File: config.mk
export PLATFORM = sky130hd
export DESIGN_NAME = ni_inject_queue_flat
export DESIGN_NICKNAME = d
export VERILOG_FILES = /design/src/rtl/ni_inject_queue_if.sv /design/src/rtl/ni_inject_queue.sv /design/src/flat_wrapper.sv
export SDC_FILE = /design/constraint.sdc
export NUM_CORES = 1
export LEC_CHECK = 0
export ABC_AREA = 0
export CELL_PAD_IN_SITES_DETAIL_PLACEMENT = 0
export CELL_PAD_IN_SITES_GLOBAL_PLACEMENT = 2
export CORE_MARGIN = 1.5
export CORE_UTILIZATION = 41
export CTS_CLUSTER_DIAMETER = 100
export DETAILED_ROUTE_END_ITERATION = 8
export PLACE_DENSITY_LB_ADDON = 0.1
export SLEW_MARGIN = 0
export SYNTH_ARGS = -nofsm -noshare
export SYNTH_HDL_FRONTEND = slang
export SYNTH_SLANG_ARGS = --single-unit
File: constraint.sdc
create_clock -name clk -period 2.4 [get_ports clk]
set_input_delay 0.48 -clock clk [delete_from_list [all_inputs] [get_ports clk]]
set_output_delay 0.48 -clock clk [all_outputs]
set_load 0.05 [all_outputs]
File: src/rtl/ni_inject_queue_if.sv
// Handshake bundle between the core/NI, the injection queue and the router local input.
// master: the core + router side that drives core_valid/core_flit/slot_free.
// slave: the queue itself, which drives core_ready, inj_flit, occupancy and starve_flag.
interface ni_inject_queue_if #(
   parameter int DATA_W = 32,
   parameter int DEPTH  = 4
);
   logic                      core_valid;
   logic [DATA_W-1:0]         core_flit;
   logic                      core_ready;
   logic                      slot_free;
   logic [DATA_W-1:0]         inj_flit;
   logic [$clog2(DEPTH):0]    occupancy;
   logic                      starve_flag;

   modport master (
      output core_valid,
      output core_flit,
      output slot_free,
      input  core_ready,
      input  inj_flit,
      input  occupancy,
      input  starve_flag
   );

   modport slave (
      input  core_valid,
      input  core_flit,
      input  slot_free,
      output core_ready,
      output inj_flit,
      output occupancy,
      output starve_flag
   );
endinterface

File: src/rtl/ni_inject_queue.sv
// Local-port injection FIFO: stamps each core flit with an age timestamp and presents the head to the router.
// Latency: a flit pushed in cycle N is first visible on inj_flit in cycle N+1 (no bypass path).
// Backpressure: core_ready drops while DEPTH entries are held; the head pops only when slot_free is high.
// Optional starvation counter/flag is built only when INJ_STARVE_CNT_EN is defined.
module ni_inject_queue #(
   parameter int DATA_W    = 32,
   parameter int TIME_W    = 8,
   parameter int DEPTH     = 4,
   parameter int STARVE_TH = 16,
   parameter int VALID_POS = DATA_W - 1,
   parameter int TIME_POS  = 0
) (
   input  logic                clk,
   input  logic                n_rst,
   ni_inject_queue_if.slave    bus_if
);

   localparam int PTR_W = (DEPTH > 1) ? $clog2(DEPTH) : 1;
   localparam int OCC_W = PTR_W + 1;
   localparam logic [OCC_W-1:0] OCC_FULL = OCC_W'(DEPTH);

   // Queue state
   logic [DATA_W-1:0] mem_q [DEPTH];
   logic [PTR_W-1:0]  wr_ptr_q, wr_ptr_d;
   logic [PTR_W-1:0]  rd_ptr_q, rd_ptr_d;
   logic [OCC_W-1:0]  occ_q,    occ_d;
   logic [TIME_W-1:0] ts_q,     ts_d;

   logic              core_ready;
   logic              not_empty;
   logic              push;
   logic              pop;
   logic [DATA_W-1:0] push_dat;

   // Handshake qualifiers are derived from registered occupancy only, so
   // core_ready and inj_flit never depend combinationally on the inputs.
   assign core_ready = (occ_q != OCC_FULL);
   assign not_empty  = (occ_q != '0);
   assign push       = bus_if.core_valid && core_ready;
   assign pop        = bus_if.slot_free  && not_empty;

   // Stamp the incoming flit: TIME takes the current counter, VALID is forced high.
   always_comb begin
      push_dat                        = bus_if.core_flit;
      push_dat[TIME_POS +: TIME_W]    = ts_q;
      push_dat[VALID_POS]             = 1'b1;
   end

   // Next-state for pointers, occupancy and the free-running timestamp.
   always_comb begin
      wr_ptr_d = wr_ptr_q;
      rd_ptr_d = rd_ptr_q;
      occ_d    = occ_q;
      ts_d     = ts_q + TIME_W'(1);
      if (push) begin
         wr_ptr_d = wr_ptr_q + PTR_W'(1);
      end
      if (pop) begin
         rd_ptr_d = rd_ptr_q + PTR_W'(1);
      end
      case ({push, pop})
         2'b10:   occ_d = occ_q + OCC_W'(1);
         2'b01:   occ_d = occ_q - OCC_W'(1);
         default: occ_d = occ_q;
      endcase
   end

   // Control registers with synchronous active-low reset; a reset drops every queued flit.
   always_ff @(posedge clk) begin
      if (!n_rst) begin
         wr_ptr_q <= '0;
         rd_ptr_q <= '0;
         occ_q    <= '0;
         ts_q     <= '0;
      end else begin
         wr_ptr_q <= wr_ptr_d;
         rd_ptr_q <= rd_ptr_d;
         occ_q    <= occ_d;
         ts_q     <= ts_d;
      end
   end

   // Storage array; contents are don't-care until written, occupancy gates the output.
   always_ff @(posedge clk) begin
      if (push) begin
         mem_q[wr_ptr_q] <= push_dat;
      end
   end

   assign bus_if.core_ready = core_ready;
   assign bus_if.occupancy  = occ_q;
   assign bus_if.inj_flit   = not_empty ? mem_q[rd_ptr_q] : '0;

`ifdef INJ_STARVE_CNT_EN
   // Consecutive cycles the head has been held back by the router.
   logic [7:0] starve_cnt_q, starve_cnt_d;
   logic       starve_flag_q, starve_flag_d;

   // Count blocked cycles, saturating at 255; any pop or an empty queue restarts the count.
   always_comb begin
      starve_cnt_d = starve_cnt_q;
      if (!not_empty || pop) begin
         starve_cnt_d = '0;
      end else if (starve_cnt_q != 8'hFF) begin
         starve_cnt_d = starve_cnt_q + 8'd1;
      end
      starve_flag_d = (32'(starve_cnt_d) >= STARVE_TH);
   end

   // Register the counter and the threshold compare so the flag is glitch-free.
   always_ff @(posedge clk) begin
      if (!n_rst) begin
         starve_cnt_q  <= '0;
         starve_flag_q <= 1'b0;
      end else begin
         starve_cnt_q  <= starve_cnt_d;
         starve_flag_q <= starve_flag_d;
      end
   end

   assign bus_if.starve_flag = starve_flag_q;
`else
   assign bus_if.starve_flag = 1'b0;
`endif

endmodule

File: src/flat_wrapper.sv
// flat-port wrapper written by rule: the top's interface ports become plain ports
module ni_inject_queue_flat 
#(
   parameter int DATA_W    = 32,
   parameter int TIME_W    = 8,
   parameter int DEPTH     = 4,
   parameter int STARVE_TH = 16,
   parameter int VALID_POS = DATA_W - 1,
   parameter int TIME_POS  = 0
)
  (clk, n_rst, bus_if_core_valid, bus_if_core_flit, bus_if_slot_free, bus_if_core_ready, bus_if_inj_flit, bus_if_occupancy, bus_if_starve_flag);
  ni_inject_queue_if #(.DATA_W(DATA_W), .DEPTH(DEPTH)) bus_if_i ();
  input  logic clk;
  input  logic n_rst;
  input wire logic [$bits(bus_if_i.core_valid)-1:0] bus_if_core_valid;
  input wire logic [$bits(bus_if_i.core_flit)-1:0] bus_if_core_flit;
  input wire logic [$bits(bus_if_i.slot_free)-1:0] bus_if_slot_free;
  output wire logic [$bits(bus_if_i.core_ready)-1:0] bus_if_core_ready;
  output wire logic [$bits(bus_if_i.inj_flit)-1:0] bus_if_inj_flit;
  output wire logic [$bits(bus_if_i.occupancy)-1:0] bus_if_occupancy;
  output wire logic [$bits(bus_if_i.starve_flag)-1:0] bus_if_starve_flag;
  assign bus_if_i.core_valid = bus_if_core_valid;
  assign bus_if_i.core_flit = bus_if_core_flit;
  assign bus_if_i.slot_free = bus_if_slot_free;
  assign bus_if_core_ready = bus_if_i.core_ready;
  assign bus_if_inj_flit = bus_if_i.inj_flit;
  assign bus_if_occupancy = bus_if_i.occupancy;
  assign bus_if_starve_flag = bus_if_i.starve_flag;
  ni_inject_queue #(.DATA_W(DATA_W), .TIME_W(TIME_W), .DEPTH(DEPTH), .STARVE_TH(STARVE_TH), .VALID_POS(VALID_POS), .TIME_POS(TIME_POS)) u_core (.clk(clk), .n_rst(n_rst), .bus_if(bus_if_i));
endmodule
[Word-level counts from Yosys, hierarchy flattened]
Memories as Yosys holds them, arrays and structs flattened. A register that Yosys moved wholly into a read port is not among the register bits.
Cells that the tools add are included.
Cells by class
  div/mod/pow operators: 0
  $add $sub $neg: 5
  eq/ne operators: 3
  magnitude comparators: 0
  reductions and logical operators: 4
  multipliers: 0
  shifts and indexed selects: 0
  bitwise logic cells: 0
  multiplexer cells: 6
Operator list (count)
  $mux W32: 1
  $add A8 B1 Y8 const B: 1
  $pmux W3 S2: 1
  $add A2 B1 Y2 const B: 2
  $mux W2: 2
  $add A3 B1 Y3 const B: 1
  $ne A3 B3 Y1 const B: 1
  $reduce_bool A3 Y1: 1
  $sub A3 B1 Y3 const B: 1
  $eq A2 B1 Y1 const B: 1
  $eq A2 B2 Y1 const B: 1
  $logic_and A1 B1 Y1: 2
  $mux W1: 2
  $reduce_bool A2 Y1: 1
Word-level totals
  memories: 1
  ROM bits: 0
  bits in latches: 0
  input bits: 36
  output and inout bits: 37
  logic and storage cells: 23
  register bits after elaboration: 15
  bits in writable memories: 124
Memories
  u_core.mem_q: depth 4, width 31, rd ports 1, clocked after memory_dff 1, write ports 1, RTL line ni_inject_queue.sv:23  | logic [DATA_W-1:0] mem_q [DEPTH];

[Depth between registers and ports, before layout]
  depth in word-level cells: 4
  mapped depth: 9
  mapped depth without buffers: 9

[Least setup slack after synthesis]
Ideal clock, no wire load.
  path kind: reg-to-reg
  from: register u_core.occ_q[0], in the netlist u_core.bus_if.occupancy[0]
  to: memory u_core.mem_q[2][0] (netlist name) (enable)
  library setup time: 0.391 ns
  period minus slack after synthesis: 2.471 ns
  cell stages (with the launch flop): 4
  buffers on the path: 0
  required time: 2.009 ns
  setup slack: -0.071 ns
  arrival time: 2.081 ns
  cell sequence: dfxtp_1 -> nor2_1 -> a21boi_1 -> and2_1
On the way
  word-level cells in the longest chain between the ends: 4
Ends and longest elaborated chain
  from (decl): RTL line ni_inject_queue.sv:26  | logic [OCC_W-1:0] occ_q, occ_d;
  from (signal assigned): RTL line ni_inject_queue.sv:73  | occ_q <= '0;
  from (signal assigned): RTL line ni_inject_queue.sv:78  | occ_q <= occ_d;
  $ne A3 B3 Y1: RTL line ni_inject_queue.sv:37  | assign core_ready = (occ_q != OCC_FULL);
  $logic_and A1 B1 Y1: RTL line ni_inject_queue.sv:39  | assign push = bus_if.core_valid && core_ready;
  $mux W1: RTL line ni_inject_queue.sv:85  | if (push) begin
  $mux W1 (not written as such): RTL line ni_inject_queue.sv:86  | mem_q[wr_ptr_q] <= push_dat;
  to (decl): RTL line ni_inject_queue.sv:23
Every way passes these cells.

==> results.tsv <==
stage	metric	value	unit
outcome	status	complete, no violations	
global_routing	vias in the first global route	2867	
drt	Iter 0 DRT Violations	168	
layout	Antenna diodes	0	
die	I/O pin cnt	73	
worst_setup_path	RR Endpoint	u_core.bus_if.occupancy[2]	
sta	Final Critical Period	2.33	ns
logic_synthesis	top cells by count, synth	124 x edfxtp_1, 30 x mux4_2, 27 x nor2b_1	
layout	fillcell total	1054	
sta	Fin. Hold Viols	0	
die	core area	13200	um2
sta	Worst-Margin Slew	0.496	ns
global_routing	largest net degree at the start of global routing	36	
worst_setup_path	Crit path largest cell delay	0.47	ns
clock_tree	clk slew on worst S/H paths	0.06	ns
layout	multi-input gate area in the final layout	1400	um2
die	Die Width	120	um
die	DIE HEIGHT	120	um
power	Net Sw Frac	34.7	%
worst_setup_path	CP Launch Type	flop	
logic_synthesis	Seq cells post-synth	141	
layout	layout cells sized above 1	31.7	%
logic_synthesis	most common cell in the netlist	edfxtp_1	
logic_synthesis	post-synth net total	330	
clock_tree	CTS root buffer	clkbuf_16	
sta	Worst Skew	0.0124	ns
placement	DP Wirelength	5.76	mm
power	cell area power density	1320	nW/um2
drt	Via density	4.84	
sta	setup TNS	0	ns
min_path	Hold Path End	u_core.rd_ptr_q[0]	
logic_synthesis	count of cell types in the netlist	30	
sta	Setup WS post-layout	0.0659	ns
sta	Final Setup Violations	0	
placement	gpl congestion	0.711	
drt	DR WL/cell	17.3	um
sta	RSZ-0062 raised after global routing	no	
placement	pre-CTS WS	-0.145	ns
global_routing	gr usage total	14.7	%
logic_synthesis	Synth async-reset ratio	0	%
drt	DRC	0	
sta	fin crit share	97.3	%
worst_setup_path	setup slack, reg-to-reg	0.36	ns
drt	Routed Antenna Nets	0	
worst_setup_path	CP Depth	5	
worst_setup_path	RR Startpoint	u_core.bus_if.occupancy[2]	
die	DIE AREA	14300	um2
logic_synthesis	Post-Syn Area	5570	um2
power	Seq pwr share	31.7	%
power	Clock power frac	26.3	%
placement	PortBufs	62	
clock_tree	CTS buffer count	17	
logic_synthesis	Post-synth top flop	edfxtp_1	
job	max-cap viol count	0	
global_routing	first-pass GRT wire length	15.4	mm
layout	Synth-to-Final Area Change	31.2	%
worst_setup_path	Critical Path Fanout Max	12	
layout	post-layout util	55.2	%
power	peak supply drop	0.000606	V
drt	router iterations before antenna repair	5	
logic_synthesis	top-area cell type share of the netlist area	66.8	%
power	P_int	0.00630	W
worst_setup_path	cell at the slowest stage of the critical path	mux4_2	
power	LEAKAGE	2.50	nW
sta	achievable frequency	428	MHz
min_path	WHS Path Cells	2	
worst_setup_path	critical path arrival	1.85	ns
worst_setup_path	Crit path top cell by count	buf_12	
worst_setup_path	worst path required time	1.92	ns
clock_tree	worst skew pair latency	0.40	ns
clock_tree	CTS tree	built	
sta	Max-slew headroom	66.8	%
die	Rows	42	
worst_setup_path	Critical Path End Type	output port	
worst_setup_path	CP bufs+invs	3	
worst_setup_path	R2R depth	8	
logic_synthesis	Cells after Synth	287	
sta	Hold WS	0.492	ns
clock_tree	CTS Buffer Depth	2	
drt	via count	2717	
power	Logic pwr share	42.0	%
logic_synthesis	post-synth top area cell	edfxtp_1	
layout	Post-layout nets	415	
clock_tree	Sink Count	141	
worst_setup_path	crit-path leading delay family	multiplexers	
logic_synthesis	Ys Warns	0	
logic_synthesis	number of synthesized flops with an enable pin	124	
layout	register area	4070	um2
logic_synthesis	top area cells in the synthesized netlist	edfxtp_1 67%, mux4_2 12%, dfxtp_1 6.1%	
clock_tree	H-tree depth	4	
power	Sw Pwr	0.00335	W
min_path	Tightest Hold Check Type	flop to flop	
die	Initial Utilization	42.1	%
sta	pins over their slew limit	0	
placement	Cell Area, Placed	6640	um2
worst_setup_path	CP Cell Sequence	buf_12 -> buf_12 -> mux4_2 -> nor2b_1 -> buf_6	
global_routing	initial antenna violation count	0	
min_path	Hold Startpoint	u_core.rd_ptr_q[0]	
layout	Design Area, Final	7310	um2
worst_setup_path	critical path type	flop to output port	
global_routing	GRT overflow	0	
logic_synthesis	register area share after synthesis	73.0	%
drt	Routed WL	9.69	mm
logic_synthesis	Synth Area per Inst	19.4	um2
-- metal layers --
layer	track usage, %	vias to the layer above	wire length, um
li1	-	1284	-
met1	18.4	1374	4280
met2	24.8	51	4950
met3	3.75	8	340
met4	5.36	0	111
met5	0	-	0
-- worst reg2reg max path, cell delays in order (launching register included) --
cell	delay, ns
dfxtp_1	0.46
nor3_4	0.08
nor2b_1	0.20
ha_1	0.19
inv_1	0.05
fa_1	0.37
xor2_1	0.15
or3_1	0.30
a21boi_0	0.16
-- area by class of cell --
type                       instances  share of cell area [%]
clock inverter                    13                    2.07
tap                              176                    3.01
sequential                       141                    55.7
inverter                           7                   0.360
multi-input combinational        126                    19.1
timing repair buffer              79                    13.8
clock buffer                      19                    5.92
-- layout by cell type (no fill, tap or decap), drive strengths merged, types with 2 or more instances in the layout --
cell and count:
nand3 3, xor2 2, a21boi 5, and2 10, clkinvlp 2, buf 49, clkinv 8, mux2i 3
clkbuf 19, or3 4, nand2 11, o21ai 7, ha 6, dfxtp 17, bufinv 3, inv 7
nor2b 33, xnor2 3, clkdlybuf4s50 30, mux4 31, edfxtp 124
-- flip-flops by register name (all words and copies together), names as in the netlist, named ones only --
register                 cells
u_core.bus_if.occupancy      3
u_core.rd_ptr_q              2
u_core.wr_ptr_q              2
u_core.ts_q                  8
u_core.mem_q               124
-- power by group through the flow --
stage	logic (W)	clock network, W	registers [W]
after global routing	0.00426	0.00268	0.00309
after global placement	0.00395	0	0.00310
after floorplan	0.00244	0	0.00314
after detailed placement	0.00397	0	0.00311
final	0.00405	0.00254	0.00306
after CTS	0.00409	0.00259	0.00306
-- cell families after synthesis --
family | Yosys count | synth area share (%)
multiplexers | 34 | 13.1
AO/OA/AOI/OAI | 12 | 1.30
AND/OR/NAND/NOR | 67 | 8.00
other | 1 | 0.0673
buffers and inverters | 20 | 2.04
XOR/XNOR | 5 | 0.786
flip-flops | 141 | 73.0
adder cells (fa/ha/maj) | 7 | 1.71
-- through the flow --
stage,total power [W],std cells
6_report,0.00965,561
5_1_grt,0.0100,561
4_1_cts,0.00974,561
3_5_place_dp,0.00708,525
3_3_place_gp,0.00705,525
2_1_floorplan,0.00558,287
-- what timing repair did --
| item | 4_1_cts | 5_1_grt |
|---|---|---|
| hold buffers | 0 | 0 |
| buffers inserted | 4 | 0 |
| endpoints found under the setup margin | 9 | 5 |
| gates resized for setup | 4 | 5 |
-- worst max path at each step --
| stage | startpoint | end | slack [ns] |
|---|---|---|---|
| after floorplan | u_core.bus_if.occupancy[2] | u_core.bus_if.occupancy[2] | 0.08 |
| after global placement | bus_if_slot_free | u_core.bus_if.occupancy[2] | -0.11 |
| after detailed placement | bus_if_slot_free | u_core.bus_if.occupancy[2] | -0.15 |
| after CTS | flop | bus_if_inj_flit[2] | 0.01 |
| after global routing | flop | bus_if_inj_flit[8] | 0.001 |
| final | flop | bus_if_inj_flit[3] | 0.07 |
(Power assumes the default switching activity.)
